**src/rtl/pc_sequencer_if.sv**
```systemverilog
// Bus between pc_sequencer and its PC unit, instruction memory and decode.
// master is the sequencer's view; slave is the surrounding system's view.
interface pc_sequencer_if;
  logic [15:0] pc_cur;
  logic        pc_en;
  logic [1:0]  pc_op;
  logic [15:0] pc_target;
  logic        fetch_req;
  logic [15:0] fetch_addr;
  logic        fetch_ack;
  logic [15:0] fetch_data;
  logic [15:0] instr_out;
  logic        instr_valid;
  logic        instr_ready;
  logic        br_valid;
  logic [15:0] br_target;
  logic        br_ack;
  logic        stall;
  logic        fault;
  logic        irq;
  logic        irq_ack;
  logic [15:0] epc;

  modport master (
    input  pc_cur, fetch_ack, fetch_data, instr_ready, br_valid, br_target, stall, irq,
    output pc_en, pc_op, pc_target, fetch_req, fetch_addr, instr_out, instr_valid,
           br_ack, fault, irq_ack, epc
  );

  modport slave (
    output pc_cur, fetch_ack, fetch_data, instr_ready, br_valid, br_target, stall, irq,
    input  pc_en, pc_op, pc_target, fetch_req, fetch_addr, instr_out, instr_valid,
           br_ack, fault, irq_ack, epc
  );
endinterface

```
**src/rtl/pc_sequencer.sv**
```systemverilog
// Fetch/issue controller driving the PC unit, instruction fetch and decode handoff.
// Optional interrupt entry is enabled by defining PC_SEQ_IRQ_EN.
module pc_sequencer #(
  parameter int unsigned TIMEOUT_CYCLES = 255,
  parameter logic [15:0] IRQ_VECTOR     = 16'h0004
) (
  input logic            clk,
  input logic            rst_n,
  pc_sequencer_if.master bus
);

  localparam logic [1:0] PC_NOP   = 2'd0;
  localparam logic [1:0] PC_INC   = 2'd1;
  localparam logic [1:0] PC_SET   = 2'd2;
  localparam logic [1:0] PC_RESET = 2'd3;

  typedef enum logic [1:0] {RST, FETCH, ISSUE, FAULT} state_t;

  state_t      state;
  logic [15:0] count;
  logic        issuing;
  logic        take_br;
  logic        take_irq;
  logic        take_inc;
  logic        reset_pulse;

  // PC-unit controls are decided in the issuing cycle itself so the PC has
  // already moved by the time FETCH presents it as fetch_addr.
  always_comb begin
    issuing     = (state == ISSUE) && !bus.stall;
    reset_pulse = rst_n && (state == RST);
    take_br     = issuing && bus.br_valid;
`ifdef PC_SEQ_IRQ_EN
    take_irq    = issuing && !bus.br_valid && bus.irq;
`else
    take_irq    = 1'b0;
`endif
    take_inc    = issuing && !bus.br_valid && !take_irq && bus.instr_ready;

    bus.pc_en     = reset_pulse || take_br || take_irq || take_inc;
    bus.pc_op     = PC_NOP;
    bus.pc_target = '0;
    if (reset_pulse) begin
      bus.pc_op = PC_RESET;
    end else if (take_br) begin
      bus.pc_op     = PC_SET;
      bus.pc_target = bus.br_target;
    end else if (take_irq) begin
      bus.pc_op     = PC_SET;
      bus.pc_target = IRQ_VECTOR;
    end else if (take_inc) begin
      bus.pc_op = PC_INC;
    end
    bus.br_ack     = take_br;
    bus.irq_ack    = take_irq;
    bus.fetch_addr = bus.pc_cur;
  end

`ifndef PC_SEQ_IRQ_EN
  logic unused_irq;
  assign unused_irq = bus.irq;
`endif

  always_ff @(posedge clk) begin
    if (!rst_n) begin
      state           <= RST;
      count           <= '0;
      bus.fault       <= 1'b0;
      bus.instr_valid <= 1'b0;
      bus.instr_out   <= '0;
      bus.epc         <= '0;
      bus.fetch_req   <= 1'b0;
    end else begin
      case (state)
        RST: begin
          state         <= FETCH;
          bus.fetch_req <= 1'b1;
        end
        FETCH: begin
          if (bus.fetch_ack) begin
            bus.instr_out   <= bus.fetch_data;
            bus.instr_valid <= 1'b1;
            bus.fetch_req   <= 1'b0;
            count           <= '0;
            state           <= ISSUE;
          end else if (count == 16'(TIMEOUT_CYCLES - 1)) begin
            bus.fault     <= 1'b1;
            bus.fetch_req <= 1'b0;
            state         <= FAULT;
          end else begin
            count <= count + 16'd1;
          end
        end
        ISSUE: begin
          if (take_br || take_irq || take_inc) begin
            bus.instr_valid <= 1'b0;
            bus.fetch_req   <= 1'b1;
            state           <= FETCH;
          end
`ifdef PC_SEQ_IRQ_EN
          if (take_irq) bus.epc <= bus.pc_cur + 16'd2;
`endif
        end
        FAULT: state <= FAULT;
        default: state <= RST;
      endcase
    end
  end

endmodule

```
**src/flat_wrapper.sv**
```systemverilog
// flat-port wrapper written by rule: the top's interface ports become plain ports
module pc_sequencer_flat 
#(
  parameter int unsigned TIMEOUT_CYCLES = 255,
  parameter logic [15:0] IRQ_VECTOR     = 16'h0004
)
  (clk, rst_n, bus_pc_cur, bus_fetch_ack, bus_fetch_data, bus_instr_ready, bus_br_valid, bus_br_target, bus_stall, bus_irq, bus_pc_en, bus_pc_op, bus_pc_target, bus_fetch_req, bus_fetch_addr, bus_instr_out, bus_instr_valid, bus_br_ack, bus_fault, bus_irq_ack, bus_epc);
  pc_sequencer_if bus_i ();
  input logic clk;
  input logic rst_n;
  input wire logic [$bits(bus_i.pc_cur)-1:0] bus_pc_cur;
  input wire logic [$bits(bus_i.fetch_ack)-1:0] bus_fetch_ack;
  input wire logic [$bits(bus_i.fetch_data)-1:0] bus_fetch_data;
  input wire logic [$bits(bus_i.instr_ready)-1:0] bus_instr_ready;
  input wire logic [$bits(bus_i.br_valid)-1:0] bus_br_valid;
  input wire logic [$bits(bus_i.br_target)-1:0] bus_br_target;
  input wire logic [$bits(bus_i.stall)-1:0] bus_stall;
  input wire logic [$bits(bus_i.irq)-1:0] bus_irq;
  output wire logic [$bits(bus_i.pc_en)-1:0] bus_pc_en;
  output wire logic [$bits(bus_i.pc_op)-1:0] bus_pc_op;
  output wire logic [$bits(bus_i.pc_target)-1:0] bus_pc_target;
  output wire logic [$bits(bus_i.fetch_req)-1:0] bus_fetch_req;
  output wire logic [$bits(bus_i.fetch_addr)-1:0] bus_fetch_addr;
  output wire logic [$bits(bus_i.instr_out)-1:0] bus_instr_out;
  output wire logic [$bits(bus_i.instr_valid)-1:0] bus_instr_valid;
  output wire logic [$bits(bus_i.br_ack)-1:0] bus_br_ack;
  output wire logic [$bits(bus_i.fault)-1:0] bus_fault;
  output wire logic [$bits(bus_i.irq_ack)-1:0] bus_irq_ack;
  output wire logic [$bits(bus_i.epc)-1:0] bus_epc;
  assign bus_i.pc_cur = bus_pc_cur;
  assign bus_i.fetch_ack = bus_fetch_ack;
  assign bus_i.fetch_data = bus_fetch_data;
  assign bus_i.instr_ready = bus_instr_ready;
  assign bus_i.br_valid = bus_br_valid;
  assign bus_i.br_target = bus_br_target;
  assign bus_i.stall = bus_stall;
  assign bus_i.irq = bus_irq;
  assign bus_pc_en = bus_i.pc_en;
  assign bus_pc_op = bus_i.pc_op;
  assign bus_pc_target = bus_i.pc_target;
  assign bus_fetch_req = bus_i.fetch_req;
  assign bus_fetch_addr = bus_i.fetch_addr;
  assign bus_instr_out = bus_i.instr_out;
  assign bus_instr_valid = bus_i.instr_valid;
  assign bus_br_ack = bus_i.br_ack;
  assign bus_fault = bus_i.fault;
  assign bus_irq_ack = bus_i.irq_ack;
  assign bus_epc = bus_i.epc;
  pc_sequencer #(.TIMEOUT_CYCLES(TIMEOUT_CYCLES), .IRQ_VECTOR(IRQ_VECTOR)) u_core (.clk(clk), .rst_n(rst_n), .bus(bus_i));
endmodule
```
**config.mk**
```make
export PLATFORM = sky130hd
export DESIGN_NAME = pc_sequencer_flat
export DESIGN_NICKNAME = d
export VERILOG_FILES = /design/src/rtl/pc_sequencer_if.sv /design/src/rtl/pc_sequencer.sv /design/src/flat_wrapper.sv
export SDC_FILE = /design/constraint.sdc
export NUM_CORES = 1
export LEC_CHECK = 0
export BUFFER_PORTS_ARGS = -buffer_cell sky130_fd_sc_hd__buf_2
export CAP_MARGIN = 0
export CORE_UTILIZATION = 44
export CTS_CLUSTER_SIZE = 16
export DETAILED_ROUTE_END_ITERATION = 8
export GPL_TIMING_DRIVEN = 0
export HOLD_SLACK_MARGIN = 0.03
export PLACE_DENSITY = 0.83
export SLEW_MARGIN = 20
export SYNTH_ARGS = -nofsm -noshare
export SYNTH_HDL_FRONTEND = slang
export SYNTH_SLANG_ARGS = --single-unit
```
**constraint.sdc**
```tcl
create_clock -name clk -period 2.3 [get_ports clk]
set_input_delay 0.69 -clock clk [delete_from_list [all_inputs] [get_ports clk]]
set_output_delay 0.69 -clock clk [all_outputs]
set_load 0.005 [all_outputs]
```
== Word level (Yosys, flattened, before mapping) ==
Cells that the tools add are included.
W data, S select, Z words.

* Logic and storage cells: 53
* Input bits: 55
* Register bits: 37
* Output and inout port bits: 72

* Equal/unequal tests: 8
* Reductions and logical operators: 19
* Muxes and demuxes: 18
* $add $sub $neg: 1
* Bitwise operators: 1

{| class="wikitable"
|+ Operator list
! kind !! number
|-
| $mux W16 || 4
|-
| $add A16 B1 Y16 const B || 1
|-
| $eq A16 B8 Y1 const B || 1
|-
| $mux W2 || 5
|-
| $reduce_and A3 Y1 || 3
|-
| $pmux W2 S4 || 1
|-
| $mux W1 || 6
|-
| $ne A2 B2 Y1 const B || 3
|-
| $reduce_and A2 Y1 || 3
|-
| $logic_and A1 B1 Y1 || 5
|-
| $eq A2 B2 Y1 const B || 2
|-
| $logic_or A1 B1 Y1 || 3
|-
| $ne A3 B2 Y1 const B || 1
|-
| $pmux W1 S3 || 1
|-
| $reduce_bool A3 Y1 || 1
|-
| $eq A2 B1 Y1 const B || 1
|-
| $logic_not A1 Y1 || 2
|-
| $logic_not A2 Y1 || 1
|-
| $pmux W1 S2 || 1
|-
| $reduce_bool A2 Y1 || 1
|-
| $not A1 Y1 || 1
|}

== Depth between registers and ports, before layout ==
* Depth in word-level cells: 7
* Gate-level depth with buffers: 7
* Gate-level depth less buffers: 6

== Worst setup path after synthesis ==
No wires, ideal clock.

* Path type: input-to-output
* From: input port bus_stall
* To: output port bus_pc_target[10]
* Setup slack: 93 ps
* Cell stages on the path: 5
* Required time: 1610 ps
* Buffers on the path: 2
* Arrival time: 1517 ps
* Cell sequence: nor2_1 -> and3_1 -> clkbuf_1 -> clkbuf_1 -> and2_1

* Cells in the longest elaborated chain, start to end: 5

{| class="wikitable"
|+ RTL lines
! item !! RTL line !! RTL
|-
| start: declaration || flat_wrapper.sv:17 || <nowiki>input wire logic [$bits(bus_i.stall)-1:0] bus_stall;</nowiki>
|-
| $logic_not A1 Y1 || pc_sequencer.sv:30 || <nowiki>issuing = (state == ISSUE) && !bus.stall;</nowiki>
|-
| $logic_and A1 B1 Y1 || pc_sequencer.sv:30 ||
|-
| $logic_and A1 B1 Y1 || pc_sequencer.sv:32 || <nowiki>take_br = issuing && bus.br_valid;</nowiki>
|-
| net bus_br_ack || flat_wrapper.sv:26 || <nowiki>output wire logic [$bits(bus_i.br_ack)-1:0] bus_br_ack;</nowiki>
|-
| $mux W16 || pc_sequencer.sv:45 || <nowiki>end else if (take_br) begin</nowiki>
|-
| $mux W16 || pc_sequencer.sv:43 || <nowiki>if (reset_pulse) begin</nowiki>
|-
| end: declaration || flat_wrapper.sv:21 || <nowiki>output wire logic [$bits(bus_i.pc_target)-1:0] bus_pc_target;</nowiki>
|}

The timed path passes the listed nets, and every way through them passes these cells.

== Final worst setup path ==
* From: input port bus_stall
* To: output port bus_pc_target[12]

* Cells in the longest elaborated chain, start to end: 5

{| class="wikitable"
|+ RTL lines
! item !! RTL line
|-
| $logic_not A1 Y1 || pc_sequencer.sv:30
|-
| $logic_and A1 B1 Y1 || pc_sequencer.sv:30
|-
| $logic_and A1 B1 Y1 || pc_sequencer.sv:32
|-
| $mux W16 || pc_sequencer.sv:45
|-
| $mux W16 || pc_sequencer.sv:43
|}

No other way between the ends.

==> results_dict.tcl <==
set metrics [dict create \
    status "finished clean" \
    syn_inst 273 \
    viasPerCell 4.87 \
    clk_pin_slew_ps 70 \
    antenna_found_initial 0 \
    io_buffers 92 \
    grt_first_pass_wirelength_um 7760 \
    clock.fmax_mhz 450 \
    instances_no_fill 454 \
    gp_congestion 0.862 \
    nets 444 \
    grt_overflow 0 \
    synth_edf_count 0 \
    via_count 2213 \
    yosys_warnings 0 \
    cp_max_fo 10 \
    gr-usage-all-layers_pct 18.6 \
    max-cap-violations 0 \
    drive_gt1_share_pct 38.8 \
    cts_sinks 37 \
    holdWs_ps 453 \
    synth.yosys.seq_area_share_pct 34.4 \
    internal-power_mw 1.03 \
    wl_per_cell_um 11.1 \
    power.total_mw 1.39 \
    finalWirelength_um 5030 \
    peakVddDrop_uv 377 \
    syn_area_um2 2150 \
    ys_async_sr_fraction_pct 0 \
    relSlewSlack_pct 63.3 \
    powerDensity_nw_per_um2 486 \
    grt_max_degree 12 \
    cts_root_buf "clkbuf_8" \
    clockPowerShare_pct 33.5 \
    dp.cells 448 \
    fin_crit_ps 2220 \
    die_area_um2 5170 \
    slew_viol_final 0 \
    grt_pass1_vias 1808 \
    clk_latency_ps 290 \
    drc 0 \
    final-hold-violation-count 0 \
    synth_area_per_cell_um2 7.88 \
    first_iter_violations 102 \
    cts_buffers 5 \
    dp_hpwl_um 3740 \
    htreeDepth 2 \
    cts_tree "built" \
    clk_path_buf_depth 2 \
    dr.pass1.iters 4 \
    hp-class "reg2reg" \
    cp-start-kind "input port" \
    leakagePower_nw 1.32 \
    switching_power_mw 0.358 \
    p_comb_share_pct 17.3 \
    worstPathArrival_ps 1530 \
    worstMarginPinSlew_ps 547 \
    period_share_pct 96.6 \
    cp-end-kind "output port" \
    die_h_um 71.9 \
    setup_viol 0 \
    skew_ps 3.33 \
    cp.required_ps 1610 \
    postCtsHoldBufs 0 \
    core-area_um2 4720 \
    ios 127 \
    rows 25 \
    ys_types 43 \
    fp.dieW_um 71.9 \
    n_antenna_cell 0 \
    switching_share_pct 25.8 \
    start_util_pct 45.6 \
    synthFlopType "dfxtp_1" \
    p_seq_share_pct 49.2 \
    synth_seq_cells 37 \
    area_growth_pct 32.6 \
    critPathKind "in2out" \
    final_antenna_net_count 0 \
    fillers 434 \
]
-- through the flow --
stage          TNS (ps)  instance area (um^2)  util, %  setup slack (ps)
3_3_place_gp      -1620                  2760     58.4              -175
4_1_cts               0                  2850     60.2             0.526
2_1_floorplan         0                  2210        -              93.4
3_5_place_dp      -2180                  2760     58.4              -235
5_1_grt           -2.95                  2850     60.4             -2.09
6_report              0                  2850     60.4              78.1
-- power by group through the flow --
stage                     clock [mW]  sequential [mW]  combinational [mW]
after detailed placement           0            0.697               0.237
after global routing           0.505            0.685               0.268
final                          0.464            0.683               0.240
after global placement             0            0.696               0.234
after floorplan                    0            0.697               0.140
after CTS                      0.477            0.682               0.238
-- sequential cells by signal (all words and copies together), names as in the netlist --
register / count
u_core.bus.fault: 1
u_core.bus.instr_out: 16
u_core.state: 2
u_core.bus.fetch_req: 1
u_core.bus.instr_valid: 1
u_core.count: 16
-- repair_timing --
item                                    in CTS  in global routing
gates resized for setup                      2                  5
endpoints found under the setup margin      10                 10
setup buffers                                0                  0
endpoints found under the hold margin        0                  0
-- Yosys cell counts, types with 2 or more instances --
master | n | area (um^2)
nor4_1 | 4 | 25.0
nand4_1 | 9 | 56.3
a31oi_1 | 3 | 18.8
buf_4 | 33 | 248
nor3_1 | 9 | 45.0
nand2b_1 | 6 | 37.5
or3_1 | 3 | 18.8
or4_1 | 2 | 15.0
o41a_1 | 2 | 22.5
a21oi_1 | 20 | 100
o22ai_1 | 2 | 12.5
nor2_1 | 6 | 22.5
o211ai_1 | 6 | 45.0
nand3_1 | 9 | 45.0
and2_1 | 16 | 100
buf_6 | 2 | 22.5
o21a_1 | 2 | 15.0
o21ai_1 | 5 | 25.0
and4_1 | 2 | 17.5
inv_1 | 18 | 67.6
ha_1 | 2 | 25.0
o221ai_1 | 5 | 43.8
clkbuf_1 | 9 | 33.8
o221a_2 | 2 | 22.5
nand2_1 | 39 | 146
buf_2 | 4 | 20.0
dfxtp_1 | 37 | 741
-- cells by family (layout without fill, tap and decap cells) --
logic type	after synthesis	after routing	synth area share, %
flip-flops	37	37	34.4
buffers and inverters	66	164	18.2
AND/OR/NAND/NOR	115	115	29.2
XOR/XNOR	1	1	0.407
other	1	17	0.174
AO/OA/AOI/OAI	51	51	16.4
adder cells (fa/ha/maj)	2	2	1.16
-- placed cells by master (no fill, tap or decap), types with 4 or more instances in the layout --
cell / instances
and2_1: 16
clkbuf_1: 7
nor4_1: 4
nand2b_1: 6
buf_2: 96
o211ai_1: 6
a21oi_1: 20
buf_4: 34
dfxtp_1: 37
nor2_1: 5
nand2_1: 39
nand3_1: 9
o221ai_1: 5
nor3_1: 9
clkbuf_8: 6
nand4_1: 9
inv_1: 18
o21ai_1: 5
conb_1: 17
-- path summary, 6_finish.rpt --
check / startpoint / endpoint / slack [ps] / cells past startpoint
worst min register to register: u_core.bus.instr_out[1] / u_core.bus.instr_out[1] / 450 / 2
worst min-delay path: u_core.bus.instr_out[1] / u_core.bus.instr_out[1] / 450 / 2
worst max register to register: u_core.state[1] / u_core.count[9] / 390 / 6
worst max-delay path: bus_stall / bus_pc_target[12] / 80 / 6
-- worst max-delay path, stage by stage --
cell and delay (ps):
buf_2 110, nor2_2 100, and3_4 240, buf_4 150, and2_1 130, buf_2 100
-- final cells by class --
cell class	count	area (um^2)	share of cell area (%)
clock inverter	1	7.51	0.263
multi-input combinational	186	1090	38.1
buffer	47	324	11.4
sequential	37	741	26.0
tap	67	83.8	2.94
clock buffer	6	82.6	2.89
inverter	18	67.6	2.37
timing repair buffer	92	460	16.1
-- per-layer routing --
layer	GRT usage [%]	part of all wire [%]	vias to the layer above
li1	-	-	1127
met1	23.5	44	974
met2	30.6	46	100
met3	4.72	7.7	12
met4	7.41	1.8	0
met5	0	0	-
Note: power is estimated with default switching activity, not from simulation.
